==> src/rtl/gol_engine.sv <==
// Conway's Game of Life engine: button edge detection, cursor/cell editing,
// generation tick divider and a combinational next-generation datapath.
module gol_engine #(
    parameter int ROWS     = 8,
    parameter int COLS     = 8,
    parameter int TICK_DIV = 25_000_000
) (
    input  logic                      clk,
    input  logic                      rst_n,
    input  logic                      btn_start,
    input  logic                      btn_reset,
    input  logic                      btn_left,
    input  logic                      btn_right,
    input  logic                      btn_up,
    input  logic                      btn_down,
    input  logic                      btn_toggle,
    output logic [ROWS*COLS-1:0]      grid,
    output logic                      paused,
    output logic [15:0]               generation,
    output logic [$clog2(ROWS)-1:0]   cursor_row,
    output logic [$clog2(COLS)-1:0]   cursor_col,
    output logic                      update
);
    localparam int N  = ROWS * COLS;
    localparam int RW = $clog2(ROWS);
    localparam int CL = $clog2(COLS);
    localparam int CW = $clog2(TICK_DIV);

    logic [6:0]    btn_now, btn_q, btn_prev, btn_rise;
    logic [CW-1:0] tick_cnt;
    logic          tick;
    logic [N-1:0]  next_grid;
    logic [N-1:0]  toggle_mask;
    logic [3:0]    nbr;

    // Buttons are sampled into btn_q first so no output depends combinationally on them.
    assign btn_now  = {btn_toggle, btn_down, btn_up, btn_right, btn_left, btn_reset, btn_start};
    assign btn_rise = btn_q & ~btn_prev;

    wire rise_start  = btn_rise[0];
    wire rise_reset  = btn_rise[1];
    wire rise_left   = btn_rise[2];
    wire rise_right  = btn_rise[3];
    wire rise_up     = btn_rise[4];
    wire rise_down   = btn_rise[5];
    wire rise_toggle = btn_rise[6];

    assign tick = !paused && (tick_cnt == CW'(TICK_DIV - 1));

    always_ff @(posedge clk or negedge rst_n) begin
        if (!rst_n) begin
            btn_q    <= '0;
            btn_prev <= '0;
        end else begin
            btn_q    <= btn_now;
            btn_prev <= btn_q;
        end
    end

    // Neighbour count treats everything outside the grid as dead.
    always_comb begin
        next_grid = '0;
        nbr       = '0;
        for (int r = 0; r < ROWS; r++) begin
            for (int c = 0; c < COLS; c++) begin
                nbr = '0;
                for (int dr = -1; dr <= 1; dr++) begin
                    for (int dc = -1; dc <= 1; dc++) begin
                        if (!(dr == 0 && dc == 0) && (r + dr >= 0) && (r + dr < ROWS) &&
                            (c + dc >= 0) && (c + dc < COLS))
                            nbr = nbr + 4'(grid[(r + dr) * COLS + (c + dc)]);
                    end
                end
                next_grid[r*COLS+c] = grid[r*COLS+c] ? (nbr == 4'd2 || nbr == 4'd3) : (nbr == 4'd3);
            end
        end
    end

    always_comb begin
        toggle_mask = '0;
        toggle_mask[int'(cursor_row) * COLS + int'(cursor_col)] = 1'b1;
    end

    always_ff @(posedge clk or negedge rst_n) begin
        if (!rst_n) begin
            grid       <= '0;
            paused     <= 1'b1;
            generation <= 16'd1;
            cursor_row <= '0;
            cursor_col <= '0;
            update     <= 1'b0;
            tick_cnt   <= '0;
        end else begin
            update <= 1'b0;
            if (rise_reset) begin
                grid       <= '0;
                paused     <= 1'b1;
                generation <= 16'd1;
                cursor_row <= '0;
                cursor_col <= '0;
                update     <= 1'b1;
                tick_cnt   <= '0;
            end else begin
                if (rise_start) begin
                    paused   <= ~paused;
                    tick_cnt <= '0;
                end else if (paused || tick) begin
                    tick_cnt <= '0;
                end else begin
                    tick_cnt <= tick_cnt + CW'(1);
                end

                // tick and editing are mutually exclusive: one needs running, the other paused
                if (tick) begin
                    grid   <= next_grid;
                    update <= 1'b1;
                    if (generation != 16'hFFFF)
                        generation <= generation + 16'd1;
                end

                if (paused) begin
                    if (rise_toggle) begin
                        grid       <= grid ^ toggle_mask;
                        generation <= 16'd1;
                        update     <= 1'b1;
                    end
                    if (rise_down && !rise_up)
                        cursor_row <= (cursor_row == RW'(ROWS - 1)) ? '0 : cursor_row + RW'(1);
                    else if (rise_up && !rise_down)
                        cursor_row <= (cursor_row == '0) ? RW'(ROWS - 1) : cursor_row - RW'(1);
                    if (rise_right && !rise_left)
                        cursor_col <= (cursor_col == CL'(COLS - 1)) ? '0 : cursor_col + CL'(1);
                    else if (rise_left && !rise_right)
                        cursor_col <= (cursor_col == '0) ? CL'(COLS - 1) : cursor_col - CL'(1);
                end
            end
        end
    end
endmodule

==> config.mk <==
export PLATFORM = sky130hd
export DESIGN_NAME = gol_engine
export DESIGN_NICKNAME = d
export VERILOG_FILES = /design/src/rtl/gol_engine.sv
export SDC_FILE = /design/constraint.sdc
export NUM_CORES = 1
export LEC_CHECK = 0
export ABC_AREA = 1
export CAP_MARGIN = 20
export CORE_MARGIN = 1.5
export CORE_UTILIZATION = 40
export DETAILED_ROUTE_END_ITERATION = 10
export REMOVE_ABC_BUFFERS = 1
export SYNTH_ARGS = -nofsm -noshare
export SYNTH_HDL_FRONTEND = slang
export SYNTH_SLANG_ARGS = --single-unit
==> constraint.sdc <==
create_clock -name clk -period 10.65 [get_ports clk]
set_clock_uncertainty 0.05 [all_clocks]
set_input_delay 3.195 -clock clk [delete_from_list [all_inputs] [get_ports clk]]
set_output_delay 3.195 -clock clk [all_outputs]
set_load 0.05 [all_outputs]
==> flow_summary.html <==
<table>
<tr><th>Metric</th><th>Value</th></tr>
<tr><th colspan="2">Setup path</th></tr>
<tr><td>Maximum fanout along the worst path</td><td>6</td></tr>
<tr><td>CP peak stage delay</td><td>950 ps</td></tr>
<tr><td>CP required</td><td>7410 ps</td></tr>
<tr><td>Worst endpoint data arrival time</td><td>1930 ps</td></tr>
<tr><td>Worst setup path class</td><td>reg2out</td></tr>
<tr><td>Crit path launch type</td><td>register</td></tr>
<tr><td>CP delay by family, top</td><td>buffers and inverters</td></tr>
<tr><td>Master of the slowest instance on the critical path</td><td>sky130_fd_sc_hd__clkdlybuf4s50_1</td></tr>
<tr><td>Buffers and inverters on the worst path</td><td>1</td></tr>
<tr><td>Sequence of cells on the critical path</td><td>clkdlybuf4s50_1</td></tr>
<tr><td>Kind of capture point of the worst setup path</td><td>primary output</td></tr>
<tr><th colspan="2">STA</th></tr>
<tr><td>Headroom to the max-slew limit</td><td>29.7%</td></tr>
<tr><td>Worst hold margin</td><td>317 ps</td></tr>
<tr><td>Setup-violating endpoint count in the final report</td><td>0</td></tr>
<tr><td>Max-slew violation total from the final report</td><td>0</td></tr>
<tr><td>Measured slew at the worst slew-check pin</td><td>1050 ps</td></tr>
<tr><td>Clock period minus worst slack</td><td>5170 ps</td></tr>
<tr><td>Final sum of negative setup slack</td><td>0 ps</td></tr>
<tr><td>Number of hold-slack violations in the final timing report</td><td>0</td></tr>
<tr><td>Max frequency</td><td>193 MHz</td></tr>
<tr><td>Final critical-path share of the clock period</td><td>48.6%</td></tr>
<tr><td>Setup repair after global routing missed its margin</td><td>false</td></tr>
<tr><th colspan="2">Yosys</th></tr>
<tr><td>Netlist area before placement</td><td>0.0164 sq mm</td></tr>
<tr><td>Sequential-to-total area share from yosys stat</td><td>19.4%</td></tr>
<tr><td>Cell taking the most area after synthesis</td><td>sky130_fd_sc_hd__fa_1</td></tr>
<tr><td>Flip-flop and latch count after synthesis</td><td>127</td></tr>
<tr><td>Yosys warnings</td><td>0</td></tr>
<tr><td>Share of Yosys cell area claimed by the top area cell type</td><td>23.9%</td></tr>
<tr><td>Mean Syn Cell Area</td><td>7.83 sq um</td></tr>
<tr><td>Post-Synthesis Cells</td><td>2097</td></tr>
<tr><td>Count of distinct cell types in the synthesized netlist</td><td>38</td></tr>
<tr><td>Cell types with the largest area share after synthesis</td><td>sky130_fd_sc_hd__fa_1 24%, sky130_fd_sc_hd__dfrtp_1 19%, sky130_fd_sc_hd__ha_1 11%</td></tr>
<tr><th colspan="2">Layout</th></tr>
<tr><td>Net count reported at finish</td><td>2518</td></tr>
<tr><td>Syn-to-layout area delta</td><td>12.0%</td></tr>
<tr><td>Antenna cell count</td><td>0</td></tr>
<tr><td>Layout cells sized above 1</td><td>4.63%</td></tr>
<tr><td>Non-filler cells in the finished layout</td><td>2713</td></tr>
<tr><th colspan="2">Place</th></tr>
<tr><td>Post-placement cell count</td><td>2681</td></tr>
<tr><td>Routability congestion estimate</td><td>0.881</td></tr>
<tr><td>Number of port buffers</td><td>96</td></tr>
<tr><td>Half-perimeter wire length after placement</td><td>34.0 mm</td></tr>
<tr><th colspan="2">CTS</th></tr>
<tr><td>Number of setup buffers added after CTS</td><td>0</td></tr>
<tr><td>Number of hold-repair buffers added at the cts stage</td><td>0</td></tr>
<tr><td>Resized cells post-CTS</td><td>0</td></tr>
<tr><td>Number of levels the H-tree was split into</td><td>4</td></tr>
<tr><td>CTS sink count</td><td>127</td></tr>
<tr><td>Clock latency on the worst-skew pair</td><td>450 ps</td></tr>
<tr><td>TritonCTS clock tree</td><td>yes</td></tr>
<tr><td>Number of buffers between clock root and the deepest sink</td><td>2</td></tr>
<tr><td>Root buf cell</td><td>sky130_fd_sc_hd__clkbuf_16</td></tr>
<tr><td>CTS Buf Count</td><td>17</td></tr>
<tr><td>Clock transition at the register clock pins on the worst setup and hold paths after CTS</td><td>70 ps</td></tr>
<tr><th colspan="2">Run</th></tr>
<tr><td>Maximum capacitance violations</td><td>0</td></tr>
<tr><th colspan="2">Global route</th></tr>
<tr><td>GRT Residual Overflow</td><td>0</td></tr>
<tr><td>Vias in the first global route</td><td>14300</td></tr>
<tr><td>Antenna violations before repair</td><td>0</td></tr>
<tr><td>Aggregate global-route resource usage</td><td>23.7%</td></tr>
<tr><td>Largest net degree at the start of global routing</td><td>79</td></tr>
<tr><td>Wire length of the first global-routing pass</td><td>77.2 mm</td></tr>
<tr><th colspan="2">Drt</th></tr>
<tr><td>Post-detailed-route count of antenna-violating nets</td><td>0</td></tr>
<tr><td>Drt first-iter violations</td><td>821</td></tr>
<tr><td>Avg WL per Cell</td><td>17.3 um</td></tr>
<tr><td>Count of vias placed by the detailed router</td><td>13900</td></tr>
<tr><td>Router iterations before antenna repair</td><td>5</td></tr>
<tr><td>Per-cell via count in the routed design</td><td>5.14</td></tr>
<tr><td>Routed Wire Length</td><td>47.0 mm</td></tr>
<tr><td>DRC violation count after routing</td><td>0</td></tr>
<tr><th colspan="2">Die</th></tr>
<tr><td>Top Ports</td><td>97</td></tr>
<tr><td>Effective utilization at floorplan</td><td>40.4%</td></tr>
<tr><td>Die W</td><td>206 um</td></tr>
<tr><td>Die outline height</td><td>206 um</td></tr>
<tr><td>Row count</td><td>74</td></tr>
<tr><td>Area of the die</td><td>0.0423 sq mm</td></tr>
<tr><td>Core Area</td><td>0.0406 sq mm</td></tr>
<tr><th colspan="2">Power</th></tr>
<tr><td>Net switching power figure</td><td>806 uW</td></tr>
<tr><td>Fraction of power consumed by sequential logic</td><td>29.9%</td></tr>
<tr><td>PnR Total Power</td><td>1840 uW</td></tr>
<tr><td>Static leakage</td><td>0.00902 uW</td></tr>
<tr><td>Largest vdd supply drop</td><td>0.171 mV</td></tr>
<tr><td>PwrDens</td><td>100 mW/mm^2</td></tr>
<tr><td>Clock share of power</td><td>34.1%</td></tr>
<tr><td>Share of power burned in combinational logic</td><td>36.0%</td></tr>
<tr><td>Internal power consumption</td><td>1030 uW</td></tr>
<tr><td>Switch share</td><td>43.8%</td></tr>
<tr><th colspan="2">Outcome</th></tr>
<tr><td>Result of the run</td><td>complete, no violations</td></tr>
<tr><th colspan="2">Hold path</th></tr>
<tr><td>Min-Delay Path Class</td><td>reg2reg</td></tr>
</table>
[worst register-to-register path: stages (launching register included)]
cell,delay [ps]
sky130_fd_sc_hd__dfrtp_1,560
sky130_fd_sc_hd__inv_1,330
sky130_fd_sc_hd__fa_1,640
sky130_fd_sc_hd__fa_1,440
sky130_fd_sc_hd__fa_1,490
sky130_fd_sc_hd__inv_1,40
sky130_fd_sc_hd__ha_1,200
sky130_fd_sc_hd__fa_1,390
sky130_fd_sc_hd__nand3b_1,100
sky130_fd_sc_hd__nand2_1,50
sky130_fd_sc_hd__nand3_1,60
sky130_fd_sc_hd__nand3_1,70
sky130_fd_sc_hd__nand2_1,100
sky130_fd_sc_hd__inv_1,50
sky130_fd_sc_hd__nand2_1,100
sky130_fd_sc_hd__a21oi_1,80
[synth_stat cells (all sizes together)]
cell type,number
ha,145
nand3,304
nor2,94
fa,196
nand2,417
a21oi,81
o22ai,4
dfrtp,125
clkinv,1
nor3b,3
nand3b,58
inv,473
a211oi,3
xnor2,2
xor2,15
o21ai,86
o21a,1
buf,25
a31oi,1
nand4,7
clkbuf,27
a22oi,1
nor3,26
dfstp,2
[registers in the layout, summed over array words and instances (netlist names)]
signal / flops
generation: 16
tick_cnt: 25
grid: 64
cursor_col: 3
paused: 1
cursor_row: 3
update: 1
btn_prev: 7
btn_q: 7
[routing by layer]
layer | up-vias | share of wire, % | global-route usage, %
met5 | - | 0 | 0
met4 | 0 | 1.8 | 7.40
met3 | 60 | 4.6 | 3.26
met2 | 351 | 50 | 41.0
met1 | 6851 | 44 | 30.5
li1 | 6685 | - | -
[logic make-up after synthesis]
logic type	Yosys count	synth area share [%]
simple gates	909	26.2
buf+inv	526	12.8
fa+ha+maj	341	34.9
compound gates	177	5.78
flops	127	19.4
xor+xnor	17	0.907
[power by group through the flow]
stage,Combinational (uW),Sequential (uW),Clock (uW)
after floorplan,341,620,0
after global placement,661,556,0
after detailed placement,661,560,0
after CTS,665,551,644
after global routing,728,556,661
final,662,551,627
[worst paths after layout]
path	from	endpoint	slack (ps)	cells past startpoint
setup reg to reg	grid[34]	grid[43]	6760	15
hold / removal	btn_q[0]	btn_prev[0]	320	0
min in group asynchronous	rst_n	generation[12]	2720	1
max in group asynchronous	rst_n	generation[7]	6440	2
hold reg to reg	btn_q[0]	btn_prev[0]	320	0
setup / recovery	grid[32]	grid[32]	5480	1
[final cells by class]
cell class | count | area (sq um)
sequential | 127 | 3180
tap | 532 | 666
fill | 4076 | 22300
inverter | 474 | 1780
clock inverter | 15 | 169
multi-input combinational | 1444 | 11100
timing repair buffer | 104 | 1020
clock buffer | 17 | 425
[placed cells by master, fill, tap and decap left out, types with 2 or more instances in the layout]
cell / instances
sky130_fd_sc_hd__a211oi_1: 3
sky130_fd_sc_hd__a21oi_1: 69
sky130_fd_sc_hd__a21oi_2: 12
sky130_fd_sc_hd__buf_4: 8
sky130_fd_sc_hd__bufinv_16: 2
sky130_fd_sc_hd__clkbuf_16: 17
sky130_fd_sc_hd__clkdlybuf4s50_1: 95
sky130_fd_sc_hd__clkinvlp_4: 3
sky130_fd_sc_hd__dfrtp_1: 125
sky130_fd_sc_hd__dfstp_2: 2
sky130_fd_sc_hd__fa_1: 196
sky130_fd_sc_hd__ha_1: 145
sky130_fd_sc_hd__inv_1: 470
sky130_fd_sc_hd__inv_2: 3
sky130_fd_sc_hd__inv_6: 8
sky130_fd_sc_hd__nand2_1: 414
sky130_fd_sc_hd__nand2_2: 3
sky130_fd_sc_hd__nand3_1: 273
sky130_fd_sc_hd__nand3_2: 30
sky130_fd_sc_hd__nand3b_1: 58
sky130_fd_sc_hd__nand4_1: 7
sky130_fd_sc_hd__nor2_1: 87
sky130_fd_sc_hd__nor2_2: 2
sky130_fd_sc_hd__nor2_4: 4
sky130_fd_sc_hd__nor3_1: 25
sky130_fd_sc_hd__nor3b_1: 3
sky130_fd_sc_hd__o21ai_0: 85
sky130_fd_sc_hd__o22ai_1: 4
sky130_fd_sc_hd__xnor2_1: 2
sky130_fd_sc_hd__xor2_1: 15
[metrics by stage]
stage	worst slack [ps]	utilization, %	instance area (sq um)
6_report	5480	45.2	18400
5_1_grt	5410	45.2	18400
4_1_cts	5460	45.2	18400
3_5_place_dp	5860	43.8	17800
3_3_place_gp	5870	43.8	17800
2_1_floorplan	5890	-	16100
(Power assumes the default switching activity.)
